## config.mk

```make
export PLATFORM = sky130hd
export DESIGN_NAME = booth_mult4_flat
export DESIGN_NICKNAME = d
export VERILOG_FILES = /design/src/rtl/booth_mult4_if.sv /design/src/rtl/booth_mult4.sv /design/src/flat_wrapper.sv
export SDC_FILE = /design/constraint.sdc
export NUM_CORES = 1
export LEC_CHECK = 0
export ABC_AREA = 1
export BUFFER_PORTS_ARGS = -buffer_cell sky130_fd_sc_hd__buf_4
export CORE_MARGIN = 1
export CORE_UTILIZATION = 52
export CTS_BUF_LIST = sky130_fd_sc_hd__clkbuf_4 sky130_fd_sc_hd__clkbuf_8
export DETAILED_ROUTE_END_ITERATION = 6
export PLACE_DENSITY = 0.77
export SYNTH_ARGS = -nofsm -noshare
export SYNTH_HDL_FRONTEND = slang
export SYNTH_SLANG_ARGS = --single-unit
export TNS_END_PERCENT = 100
```

## constraint.sdc

```tcl
create_clock -name clk -period 1.81 [get_ports clk]
set_clock_uncertainty 0.2 [all_clocks]
set_input_delay 0.362 -clock clk [delete_from_list [all_inputs] [get_ports clk]]
set_output_delay 0.362 -clock clk [all_outputs]
set_load 0.01 [all_outputs]
```

## src/rtl/booth_mult4_if.sv

```systemverilog
// Operand/result bundle between the arithmetic unit's operand registers,
// the Booth multiplier, and the result bus.
interface booth_mult4_if;
    logic       Start;
    logic [3:0] Mcand;
    logic [3:0] Mplier;
    logic [7:0] Product;
    logic       Busy;
    logic       Done;

    // Requester side: issues operands, observes the result.
    modport master (
        output Start, Mcand, Mplier,
        input  Product, Busy, Done
    );

    // Multiplier side: accepts operands, returns the result.
    modport slave (
        input  Start, Mcand, Mplier,
        output Product, Busy, Done
    );
endinterface

```

## src/rtl/booth_mult4.sv

```systemverilog
// Sequential signed 4x4 radix-2 Booth multiplier. Each multiply takes one
// iteration per clock for four clocks, using a 4-bit adder-subtractor stage,
// and returns an 8-bit two's-complement product.
module booth_mult4 (
    input  logic          clk,
    input  logic          rst,
    booth_mult4_if.slave  bus
);

    typedef enum logic [1:0] {
        IDLE = 2'd0,
        CALC = 2'd1,
        DONE = 2'd2
    } state_t;

    state_t     state;
    state_t     state_next;

    logic [3:0] acc;
    logic [3:0] q;
    logic       qm1;
    logic [3:0] m;
    logic [2:0] cnt;
    logic [7:0] product;

    // Adder-subtractor stage and Booth step signals.
    logic       mode;
    logic [3:0] b_x;
    logic [3:0] y;
    logic       ovrflw;
    logic [3:0] sum;
    logic       s;
    logic [3:0] acc_next;
    logic [3:0] q_next;

    // Ripple adder-subtractor (A=acc, B=m), then pick the Booth step result.
    always_comb begin
        // NOTE: every combinational output gets a default first so no path leaves it unassigned (no latch).
        mode   = q[0];                      // {Q0,Qm1}=10 subtracts, 01 adds
        b_x    = m ^ {4{mode}};
        y      = acc + b_x + {3'b000, mode};
        ovrflw = (acc[3] == b_x[3]) && (y[3] != acc[3]);
        sum    = acc;
        s      = acc[3];
        if (q[0] ^ qm1) begin
            sum = y;
            // The true sign survives a 4-bit overflow (e.g. 0 - (-8)).
            s   = y[3] ^ ovrflw;
        end
        acc_next = {s, sum[3:1]};
        q_next   = {sum[0], q[3:1]};
    end

    // State register.
    always_ff @(posedge clk or posedge rst) begin
        // NOTE: sequential state uses non-blocking assignments so all registers update together at the edge.
        if (rst) begin
            state <= IDLE;
        end else begin
            state <= state_next;
        end
    end

    // Next-state decode: accept in IDLE, four iterations, one DONE cycle.
    always_comb begin
        state_next = state;
        case (state)
            IDLE:    if (bus.Start) state_next = CALC;
            CALC:    if (cnt == 3'd3) state_next = DONE;
            DONE:    state_next = IDLE;
            default: state_next = IDLE;
        endcase
    end

    // Datapath: latch operands on accept, iterate in CALC, load the product on the last step.
    always_ff @(posedge clk or posedge rst) begin
        // NOTE: only a handful of flops here, so all of them are reset; an abort leaves no stale state.
        if (rst) begin
            acc     <= 4'h0;
            q       <= 4'h0;
            qm1     <= 1'b0;
            m       <= 4'h0;
            cnt     <= 3'd0;
            product <= 8'h00;
        end else begin
            case (state)
                IDLE: begin
                    if (bus.Start) begin
                        acc <= 4'h0;
                        q   <= bus.Mplier;
                        qm1 <= 1'b0;
                        m   <= bus.Mcand;
                        cnt <= 3'd0;
                    end
                end
                CALC: begin
                    acc <= acc_next;
                    q   <= q_next;
                    qm1 <= q[0];
                    cnt <= cnt + 3'd1;
                    if (cnt == 3'd3) begin
                        product <= {acc_next, q_next};
                    end
                end
                default: ;
            endcase
        end
    end

    // Status flags decode the state register only.
    assign bus.Busy    = (state == CALC);
    assign bus.Done    = (state == DONE);
    assign bus.Product = product;

endmodule
```

## src/flat_wrapper.sv

```systemverilog
// flat-port wrapper written by rule: the top's interface ports become plain ports
module booth_mult4_flat 
  (clk, rst, bus_Start, bus_Mcand, bus_Mplier, bus_Product, bus_Busy, bus_Done);
  booth_mult4_if bus_i ();
  input  logic clk;
  input  logic rst;
  input wire logic [$bits(bus_i.Start)-1:0] bus_Start;
  input wire logic [$bits(bus_i.Mcand)-1:0] bus_Mcand;
  input wire logic [$bits(bus_i.Mplier)-1:0] bus_Mplier;
  output wire logic [$bits(bus_i.Product)-1:0] bus_Product;
  output wire logic [$bits(bus_i.Busy)-1:0] bus_Busy;
  output wire logic [$bits(bus_i.Done)-1:0] bus_Done;
  assign bus_i.Start = bus_Start;
  assign bus_i.Mcand = bus_Mcand;
  assign bus_i.Mplier = bus_Mplier;
  assign bus_Product = bus_i.Product;
  assign bus_Busy = bus_i.Busy;
  assign bus_Done = bus_i.Done;
  booth_mult4 u_core (.clk(clk), .rst(rst), .bus(bus_i));
endmodule
```

==> After elaboration in Yosys (flattened, before gate mapping) <==
Index checks and enable logic that the tools add are counted.
{ "word_totals": {"input_bits": 11, "out_inout_bits": 10, "word_cells": 40, "reg_bits": 26} }
{ "op_classes": {"reduce_logical": 7, "muxes": 13, "n_bitwise": 3, "eq_ne": 7, "n_addsub": 3} }
{ "ops": {"columns": ["cell", "count"], "rows": [
  ["4-bit one-hot mux with 2 select lines", 2],
  ["4-bit two-way mux", 3],
  ["2-bit AND reduction", 4],
  ["3-bit one-hot mux with 2 select lines", 1],
  ["4-bit by 1-bit adder with 4-bit output", 1],
  ["4-bit adder", 1],
  ["2-bit two-way mux", 2],
  ["2-bit one-hot mux with 2 select lines", 1],
  ["4-bit bitwise XOR", 1],
  ["3-bit by 1-bit adder with 3-bit output, second input constant", 1],
  ["3-bit by 2-bit equality test with 1-bit output, second input constant", 1],
  ["3-bit two-way mux", 1],
  ["2-bit by 1-bit equality test with 1-bit output, second input constant", 1],
  ["2-bit equality test, second input constant", 1],
  ["2-bit zero test", 1],
  ["1-bit two-way mux", 2],
  ["2-bit by 1-bit != test with 1-bit output, second input constant", 1],
  ["2-bit != test, second input constant", 1],
  ["1-bit one-hot mux with 2 select lines", 1],
  ["2-bit nonzero test", 1],
  ["1-bit bitwise XOR", 2],
  ["1-bit equality test", 1],
  ["1-bit logical AND", 1],
  ["1-bit != test", 1]
]} }

==> Logic depth before layout (Yosys ltp) <==
Gate-level depths: netlist of run 1.
{ "depth": {"depth_word": 8, "depth_mapped": 13, "mapped_depth_nobuf": 12} }

==> Least setup slack after synthesis of run 1 <==
OpenSTA, ideal clock, no wires.
{ "synth_timing": {"path_type": "register to register", "from": "reg u_core.q[0]", "to": "reg u_core.product[6], in the netlist u_core.bus.Product[6]", "setup_time_ps": 65, "slack_ps": 42, "period_less_slack_ps": 1768, "path_stages_with_launch": 13, "required_time_ps": 1545, "path_buffers": 1, "t_arrival_ps": 1503, "cell_sequence": "dfrtp_1 > buf_6 > xor2_1 > ha_1 > nand2_1 > inv_1 > a21oi_2 > nand2_1 > nand2_1 > nand2_1 > nand2_1 > nand2_1 > nand2_1"} }
{ "synth_between": {"elab_chain_len": 4, "word_cells_on_any_way": 5, "classes_between": "2 x add/sub; 1 x mux; 2 x bitwise"} }
{ "synth_lines": {"columns": ["item", "line_no", "source"], "rows": [
  ["start: declaration", "booth_mult4.sv:20", "logic [3:0] q;"],
  ["start signal: assignment", "booth_mult4.sv:90", "q <= bus.Mplier;"],
  ["start signal: assignment", "booth_mult4.sv:98", "q <= q_next;"],
  ["4-bit bitwise XOR", "booth_mult4.sv:40", "b_x = m ^ {4{mode}};"],
  ["4-bit adder", "booth_mult4.sv:41", "y = acc + b_x + {3'b000, mode};"],
  ["4-bit by 1-bit adder with 4-bit output", "booth_mult4.sv:41", null],
  ["4-bit two-way mux (*)", "booth_mult4.sv:45", "if (q[0] ^ qm1) begin"],
  ["end signal: assignment", "booth_mult4.sv:102", "product <= {acc_next, q_next};"],
  ["end: declaration", "booth_mult4.sv:24", "logic [7:0] product;"]
]} }
Every way passes the cells marked *; elsewhere a longest branch is shown, timed or not.
A chain may end at the register's enable or synchronous reset.

==> Worst setup path after layout of run 1 <==
Ends and elaborated chain as after synthesis.

==> results.json, run 1 <==
{
  "status": "finished with violations",
  "violations": "setup timing",
  "grt_pass1_wl_um": 4781,
  "leakage_uw": 0.0008853,
  "power_density_mw_per_mm2": 2278,
  "yosysMostFrequentCell": "nand2_1",
  "clock_latency_ns": 0.34,
  "antenna_found_initial": 0,
  "ys_async_sr_fraction_pct": 100.0,
  "core-area_mm2": 0.002477,
  "portBuffers": 20,
  "r2r-start": "u_core.q[0]",
  "ir_worst_vdd_v": 0.001535,
  "slew_viol_final": 0,
  "p_sw_share_pct": 44.54,
  "clockBufferDepth": 2,
  "ys_seq_area_share_pct": 48.10,
  "synth_ff_type": "dfrtp_1",
  "synth_cell_types": 26,
  "netlist_instances": 149,
  "die_y_um": 53,
  "pwr-share-seq_pct": 28.4,
  "cts_tree": "yes",
  "wire_per_inst_um": 13.47,
  "arrival_ns": 1.89,
  "grt_max_degree": 27,
  "grt_pass1_vias": 1118,
  "start_util_pct": 54.60,
  "relSlewSlack_pct": 77.47,
  "wirelength_um": 2856,
  "hpwl_um": 2060,
  "p_switching_uw": 1706,
  "post-place-ws_ns": -0.08629,
  "finalSetupViolCount": 1,
  "p_int_uw": 2124,
  "drc_errors": 0,
  "initialDrtViolationCount": 31,
  "synth_top_cell_by_area": "dfrtp_1",
  "cap_viol_max_count": 0,
  "drive_above_1_share_pct": 36.26,
  "worst_pin_slew_ns": 0.3379,
  "synth_area_mm2": 0.001353,
  "clkPwrFrac_pct": 10.7,
  "end_kind": "register",
  "cp-start-kind": "register",
  "dieArea_mm2": 0.002809,
  "rsz0062_at_grt": "true",
  "diodes": 0,
  "io_pins": 21,
  "synth_edf_count": 0,
  "via_count": 1125,
  "place_congestion": 0.8349,
  "rows": 18,
  "fmax_ghz": 0.5507,
  "synth_fp_nets": 165,
  "cp-startpoint": "u_core.q[0]",
  "hold_class": "primary input to register",
  "die_w_um": 53,
  "hold-worst-slack_ns": 0.03935,
  "grt_use_total_pct": 23.61,
  "nets": 199,
  "synth_area_leaders": "dfrtp_1 48%, nand2_1 12%, o21ai_0 4.8%, inv_1 4.2%, ha_1 3.7%",
  "syn_area_per_cell_um2": 9.077,
  "routed_via_density": 5.307,
  "fin_crit_ns": 1.816,
  "ys_seq_elements": 26,
  "path_max_fanout": 3,
  "cp.required_ns": 1.89,
  "final-hold-violation-count": 0,
  "worstSetupPathType": "register to register",
  "synthTopCellsByCount": "42 x nand2_1, 26 x dfrtp_1, 15 x inv_1, 13 x o21ai_0, 6 x a21oi_1",
  "fin_crit_sh_pct": 100.3,
  "firstDrtPassIters": 4,
  "cts_buffers": 3,
  "cts_max_level": 1,
  "grt-ovfl-total": 0,
  "total_power_uw": 3830,
  "final_util_pct": 67.88,
  "yosys_warnings": 0,
  "synth_top_area_share_pct": 48.10,
  "cts_sinks": 26,
  "cts-root-buf": "clkbuf_4",
  "path_clk_slew_ns": 0.16,
  "area_growth_pct": 24.33,
  "comb_power_share_pct": 60.9,
  "ant_nets": 0,
  "hp-start": "bus_Mplier[2]",
  "fin_ws_ns": -0.005873
}
==> layout make-up <==
type,count,area (um2)
Inverter,21,88.84
Fill cell,214,795.8
Timing Repair Buffer,32,242.7
Clock buffer,3,22.52
Multi-Input combinational cell,99,608.1
Sequential cell,26,651.9
Clock inverter,1,30.03
Tap cell,30,37.54
==> registers in the layout, summed over array words and instances (netlist names) <==
signal	flops
u_core.cnt	3
u_core.state	2
u_core.acc	4
u_core.q	4
u_core.m	4
u_core.qm1	1
u_core.bus.Product	8
==> placed cells by master, fill, tap and decap left out, drive strengths merged <==
| master | Yosys | final |
|---|---|---|
| dlygate4sd3 | 0 | 1 |
| nand2 | 50 | 50 |
| inv | 21 | 21 |
| o21ai | 17 | 17 |
| o22ai | 3 | 3 |
| a21oi | 7 | 7 |
| mux2 | 2 | 2 |
| ha | 4 | 4 |
| xnor2 | 1 | 1 |
| nor2 | 5 | 5 |
| clkbuf | 0 | 3 |
| buf | 3 | 31 |
| nand3 | 5 | 5 |
| bufinv | 0 | 1 |
| dfrtp | 26 | 26 |
| a22o | 1 | 1 |
| fa | 1 | 1 |
| xor2 | 3 | 3 |
==> routing by layer <==
layer | track usage [%] | routed length (um)
met1 | 29.62 | 1261
met2 | 40.72 | 1428
met4 | 9.211 | 57
met3 | 3.161 | 108
met5 | 0 | 0
==> power by group through the flow <==
stage	Clock [uW]	Combinational (uW)	Sequential, uW
after CTS	409	2130	1080
after detailed placement	0	2040	1080
after floorplan	0	1470	1080
after global routing	426	2630	1110
after global placement	0	1940	1070
final	410	2330	1090
==> kinds of logic after synthesis <==
| logic type | count (synthesis) | share of synthesized area, % |
|---|---|---|
| buffers and inverters | 24 | 9.065 |
| AO/OA/AOI/OAI | 28 | 11.47 |
| adder cells (fa/ha/maj) | 5 | 5.181 |
| multiplexers | 2 | 1.665 |
| XOR/XNOR | 4 | 3.146 |
| flip-flops | 26 | 48.10 |
| AND/OR/NAND/NOR | 60 | 21.37 |
==> worst max-delay path, stage by stage, from the launching register on <==
cell	delay [ns]
dfrtp_2	0.46
xor2_1	0.16
ha_1	0.33
nand2_2	0.10
nand2_2	0.05
a21oi_2	0.12
nand2_1	0.07
nand2_1	0.05
nand2_1	0.04
nand2_1	0.08
nand2_1	0.05
nand2_1	0.06
==> final timing paths <==
path / to / cells after the start / slack, ns
min in group asynchronous: u_core.bus.Product[0] / 4 / 0.42
setup reg to reg: u_core.bus.Product[6] / 11 / -0.006
max in group asynchronous: u_core.q[0] / 4 / 0.71
hold / removal: u_core.q[2] / 3 / 0.04
setup / recovery: u_core.bus.Product[6] / 11 / -0.006
hold reg to reg: u_core.cnt[0] / 1 / 0.30
==> per-stage QoR <==
| step | setup TNS, ns | cells | cell area [um2] |
|---|---|---|---|
| floorplan | 0 | 149 | 1353 |
| global placement | 0 | 203 | 1559 |
| detailed placement | -0.2600 | 203 | 1559 |
| CTS | -0.06962 | 210 | 1645 |
| global route | -0.4195 | 212 | 1682 |
| finish | -0.005873 | 212 | 1682 |
==> what timing repair did <==
| action | in CTS | in global routing |
|---|---|---|
| setup buffers | 2 | 2 |
| resized for setup | 3 | 10 |
| pin swaps | 4 | 4 |
| setup endpoints to repair | 7 | 8 |
| hold endpoints to repair | 26 | 0 |
| hold buffers | 1 | 0 |
Power figures use the tool's default switching activity.
==> run 2, diff against run 1 <==
BUFFER_PORTS_ARGS = -buffer_cell sky130_fd_sc_hd__buf_2   (was -buffer_cell sky130_fd_sc_hd__buf_4)
SLEW_MARGIN = 20   (was default)
==> results.json, run 2 (synthesized netlist as in run 1, its figures left out) <==
{
  "status": "finished with violations",
  "violations": "setup timing",
  "arrival_ns": 1.86,
  "cp_slowest_stage_delay_ns": 0.51,
  "wire_per_inst_um": 13.26,
  "cp-start-kind": "register",
  "worst_pin_slew_ns": 0.3254,
  "core-area_mm2": 0.002477,
  "clock_latency_ns": 0.32,
  "cts_sinks": 26,
  "io_pins": 21,
  "antenna_found_initial": 0,
  "finalSetupViolCount": 1,
  "r2r-end": "u_core.bus.Product[6]",
  "hpwl_um": 1983,
  "drive_above_1_share_pct": 38.67,
  "diodes": 0,
  "cp.required_ns": 1.84,
  "fillers": 210,
  "relSlewSlack_pct": 78.31,
  "cpMostUsedCell": "nand2_1",
  "largest_reg_flops": 8,
  "wirelength_um": 2797,
  "initialDrtViolationCount": 23,
  "globalRouteMet1Util_pct": 28.39,
  "clockBufferDepth": 2,
  "power_density_mw_per_mm2": 2320,
  "nets": 198,
  "slew_viol_final": 0,
  "cts_tree": "yes",
  "grt_use_total_pct": 21.92,
  "rsz0062_at_grt": "true",
  "worst-path-buf-inv": 1,
  "mostFrequentLayoutCells": "39 x nand2_1, 24 x dfrtp_1, 20 x buf_2",
  "cts-root-buf": "clkbuf_4",
  "grt-ovfl-total": 0,
  "rows": 18,
  "reg2reg_depth": 12,
  "routed_via_density": 5.142,
  "hold-worst-slack_ns": 0.05772,
  "ant_nets": 0,
  "grt_max_degree": 27,
  "area_growth_pct": 24.79,
  "hp-start": "bus_Mplier[2]",
  "cts_max_level": 1,
  "start_util_pct": 54.60,
  "grt_util_met2_pct": 36.29,
  "die_y_um": 53,
  "critPathTopFamily": "flip-flops",
  "via_count": 1085,
  "drc_errors": 0,
  "min_to": "u_core.q[2]",
  "place_congestion": 0.7834,
  "final-hold-violation-count": 0,
  "fmax_ghz": 0.5482,
  "post-place-ws_ns": -0.03664,
  "r2r-start": "u_core.q[0]",
  "grt_pass1_wl_um": 4367,
  "cap_viol_max_count": 0,
  "crit_chain": "xor2_4, ha_4, nand2_2, nand2_2, inv_1, nand2_1, nand2_1, nand2_1, nand2_1, nand2_1, nand2_1, nand2_1",
  "use_met3_pct": 3.736,
  "dieArea_mm2": 0.002809,
  "leakage_uw": 0.0008719,
  "fin_crit_ns": 1.824,
  "path_clk_slew_ns": 0.14,
  "cts_buffers": 3,
  "critPathSlowestCell": "dfrtp_2",
  "hold_class": "primary input to register",
  "fin_ws_ns": -0.01422,
  "grt.busiest_layer": "met2",
  "die_w_um": 53,
  "grt_pass1_vias": 1030,
  "ir_worst_vdd_v": 0.001616,
  "firstDrtPassIters": 4,
  "worstSetupPathType": "register to register",
  "fin_crit_sh_pct": 100.8,
  "portBuffers": 20,
  "hold_depth": 3,
  "rrSetupSlack_ns": -0.01,
  "path_max_fanout": 4,
  "layout_commonest_cell": "nand2_1",
  "end_kind": "register"
}
-- run 2: cell count changes in the layout (fill, tap and decap cells not counted), sizes merged --
cell  change
buf       -1
-- run 2: worst register-to-register path, delay by kind of cell (launching register included) --
| family | cells | cell delay, ns |
|---|---|---|
| flip-flops | 1 | 0.51 |
| AND/OR/NAND/NOR | 9 | 0.51 |
| adder cells (fa/ha/maj) | 1 | 0.27 |
| XOR/XNOR | 1 | 0.19 |
| buffers and inverters | 1 | 0.06 |
-- run 2: metrics by stage --
step | area [um2] | total power (uW) | utilization [%] | instances | TNS (ns)
2_1_floorplan | 1353 | 2548 | - | 149 | 0
3_3_place_gp | 1501 | 2912 | 60.61 | 202 | 0
3_5_place_dp | 1501 | 3015 | 60.61 | 202 | -0.06927
4_1_cts | 1600 | 3501 | 64.60 | 208 | 0
5_1_grt | 1688 | 4246 | 68.13 | 211 | -0.2558
6_report | 1688 | 3916 | 68.13 | 211 | -0.01422
-- run 2: repair_timing --
action / CTS / global route
pin swaps: 0 / 8
resized for setup: 4 / 15
hold buffers: 1 / 0
endpoints found under the setup margin: 7 / 9
hold endpoints to repair: 26 / 0
buffers inserted: 1 / 3
-- run 2: final cells by class --
cell class | count | area [um2] | share of cell area [%]
Clock buffer | 3 | 22.52 | 1.334
Multi-Input combinational cell | 99 | 666.9 | 39.51
Sequential cell | 26 | 653.1 | 38.70
Tap cell | 30 | 37.54 | 2.224
Inverter | 21 | 88.84 | 5.263
Timing Repair Buffer | 31 | 188.9 | 11.19
Clock inverter | 1 | 30.03 | 1.779
-- run 2: worst max path at each step --
stage                      from                    end  slack [ns]  depth (start not counted)
finish              u_core.q[0]  u_core.bus.Product[6]       -0.01                         12
global route        u_core.q[0]  u_core.bus.Product[6]       -0.09                         11
CTS                 u_core.q[0]  u_core.bus.Product[6]       0.004                         11
detailed placement  u_core.q[0]  u_core.bus.Product[6]       -0.04                         11
global placement    u_core.q[0]  u_core.bus.Product[4]        0.04                          4
floorplan           u_core.q[0]  u_core.bus.Product[6]        0.04                         12
-- run 2: metal layers --
layer	part of all wire (%)	wire (um)
met1	43	1197
met2	52	1465
met3	3.5	97
met4	1.3	37
met5	0	0
-- run 2: power breakdown --
part | internal [uW] | switching [uW]
registers | 875 | 243
logic | 1060 | 1340
clock network | 224 | 176
==> run 3, diff against run 2 <==
CORE_UTILIZATION = 27   (was 52)
PLACE_DENSITY = default   (was 0.77)
==> results.json, run 3 (synthesized netlist as in run 1, its figures left out) <==
{
  "fillers": 503,
  "start_util_pct": 28.26,
  "clockBufferDepth": 2,
  "hpwl_um": 1982,
  "die_w_um": 72.78,
  "post-place-ws_ns": -0.04588,
  "layout_commonest_cell": "nand2_1",
  "ant_nets": 0,
  "clkPwrFrac_pct": 13.6,
  "wire_per_inst_um": 11.19,
  "p_switching_uw": 1595,
  "cts_buffers": 3,
  "fmax_ghz": 0.5423,
  "via_count": 1038,
  "cap_viol_max_count": 0,
  "routed_via_density": 4.220,
  "worst_pin_slew_ns": 0.3359,
  "diodes": 0,
  "drive_above_1_share_pct": 35.20,
  "total_power_uw": 3612,
  "status": "finished with violations",
  "path_clk_slew_ns": 0.10,
  "rows": 25,
  "r2r-start": "u_core.q[0]",
  "hold_class": "primary input to register",
  "r2r-end": "u_core.bus.Product[6]",
  "worstSetupPathType": "register to register",
  "fin_setup_tns_ns": -0.06484,
  "cts_tree": "yes",
  "antenna_found_initial": 0,
  "pwr-share-seq_pct": 29.6,
  "reg2reg_depth": 11,
  "die_y_um": 72.78,
  "slew_viol_final": 0,
  "fin_crit_ns": 1.844,
  "area_growth_pct": 23.68,
  "final-hold-violation-count": 0,
  "grt_pass1_vias": 1015,
  "violations": "setup timing",
  "cts-root-buf": "clkbuf_8",
  "core-area_mm2": 0.004786,
  "multi_input_area_um2": 606.8,
  "cts_max_level": 1,
  "final_area_mm2": 0.001673,
  "p_sw_share_pct": 44.16,
  "p_int_uw": 2017,
  "path_max_fanout": 4,
  "grt-ovfl-total": 0,
  "wirelength_um": 2753,
  "firstDrtPassIters": 4,
  "initialDrtViolationCount": 36,
  "grt_use_total_pct": 11.43,
  "finalSetupViolCount": 2,
  "cts_sinks": 26,
  "hp-start": "bus_Mplier[2]",
  "ff_latch_area_um2": 651.9,
  "drc_errors": 0,
  "dpl_cell_area_mm2": 0.001548,
  "cp.required_ns": 1.83,
  "comb_power_share_pct": 56.8,
  "largest_reg_flops": 8,
  "grt_pass1_wl_um": 4567,
  "min_to": "u_core.q[2]",
  "portBuffers": 20,
  "mostFrequentLayoutCells": "36 x nand2_1, 25 x dfrtp_1, 20 x buf_2",
  "fin_ws_ns": -0.03396,
  "power_density_mw_per_mm2": 2159,
  "nets": 196,
  "ir_worst_vdd_v": 0.0005274,
  "cp-start-kind": "register",
  "place_congestion": 0.7704,
  "clock_latency_ns": 0.28,
  "dieArea_mm2": 0.005296,
  "fin_crit_sh_pct": 101.9,
  "io_pins": 21,
  "hold_depth": 3,
  "relSlewSlack_pct": 77.60,
  "arrival_ns": 1.87,
  "grt_max_degree": 27,
  "rsz0062_at_grt": "true",
  "rrSetupSlack_ns": -0.03,
  "end_kind": "register",
  "leakage_uw": 0.0008653,
  "hold-worst-slack_ns": 0.1067
}
-- run 3: worst max path at each step --
stage,endpoint,depth (start not counted),slack (ns),start
2_1_floorplan,u_core.bus.Product[6],12,0.04,u_core.q[0]
3_3_place_gp,u_core.bus.Product[6],11,0.02,u_core.q[0]
3_5_place_dp,u_core.bus.Product[6],11,-0.05,u_core.q[0]
4_1_cts,u_core.bus.Product[6],11,0.004,u_core.q[0]
5_1_grt,u_core.acc[2],12,-0.15,u_core.q[0]
6_report,u_core.bus.Product[6],11,-0.03,u_core.q[0]
-- run 3: through the flow --
step | util [%] | cells
finish | 34.95 | 246
global route | 34.95 | 246
CTS | 34.35 | 245
detailed placement | 32.34 | 239
global placement | 32.34 | 239
floorplan | - | 149
-- run 3: what timing repair did --
action	4_1_cts	5_1_grt
hold buffers	1	0
endpoints found under the hold margin	26	0
resized for setup	1	9
setup endpoints to repair	3	6
pin swaps	0	2
buffers inserted	1	1
-- run 3: layout make-up --
cell class | instances | share of cell area, %
Clock inverter | 1 | 1.795
Inverter | 21 | 5.310
Clock buffer | 3 | 2.468
Tap cell | 67 | 5.011
Sequential cell | 26 | 38.97
Timing Repair Buffer | 29 | 10.17
Multi-Input combinational cell | 99 | 36.28
-- run 3: worst max-delay path, stage by stage (launching register included) --
cell and delay, ns:
dfrtp_2 0.45, xor2_1 0.15, ha_1 0.34, nand2_1 0.07, inv_1 0.05, a21oi_2 0.15, nand2_1 0.07, nand2_1 0.05
nand2_1 0.05, nand2_2 0.08, nand2_2 0.06, nand2_1 0.05
-- run 3: power groups by stage --
stage               logic (uW)  registers [uW]  clock network (uW)
finish                    2050            1070                 492
global route              2310            1100                 530
CTS                       1970            1070                 501
detailed placement        1910            1070                   0
global placement          1860            1060                   0
floorplan                 1470            1080                   0
-- run 3: per-layer routing --
metal  GRT usage [%]  wire [um]  up-vias
met5               0          0        -
met4           4.575         44        0
met3           2.210         97        5
met2           19.52       1305       15
met1           14.17       1305      488
li1                -          -      530
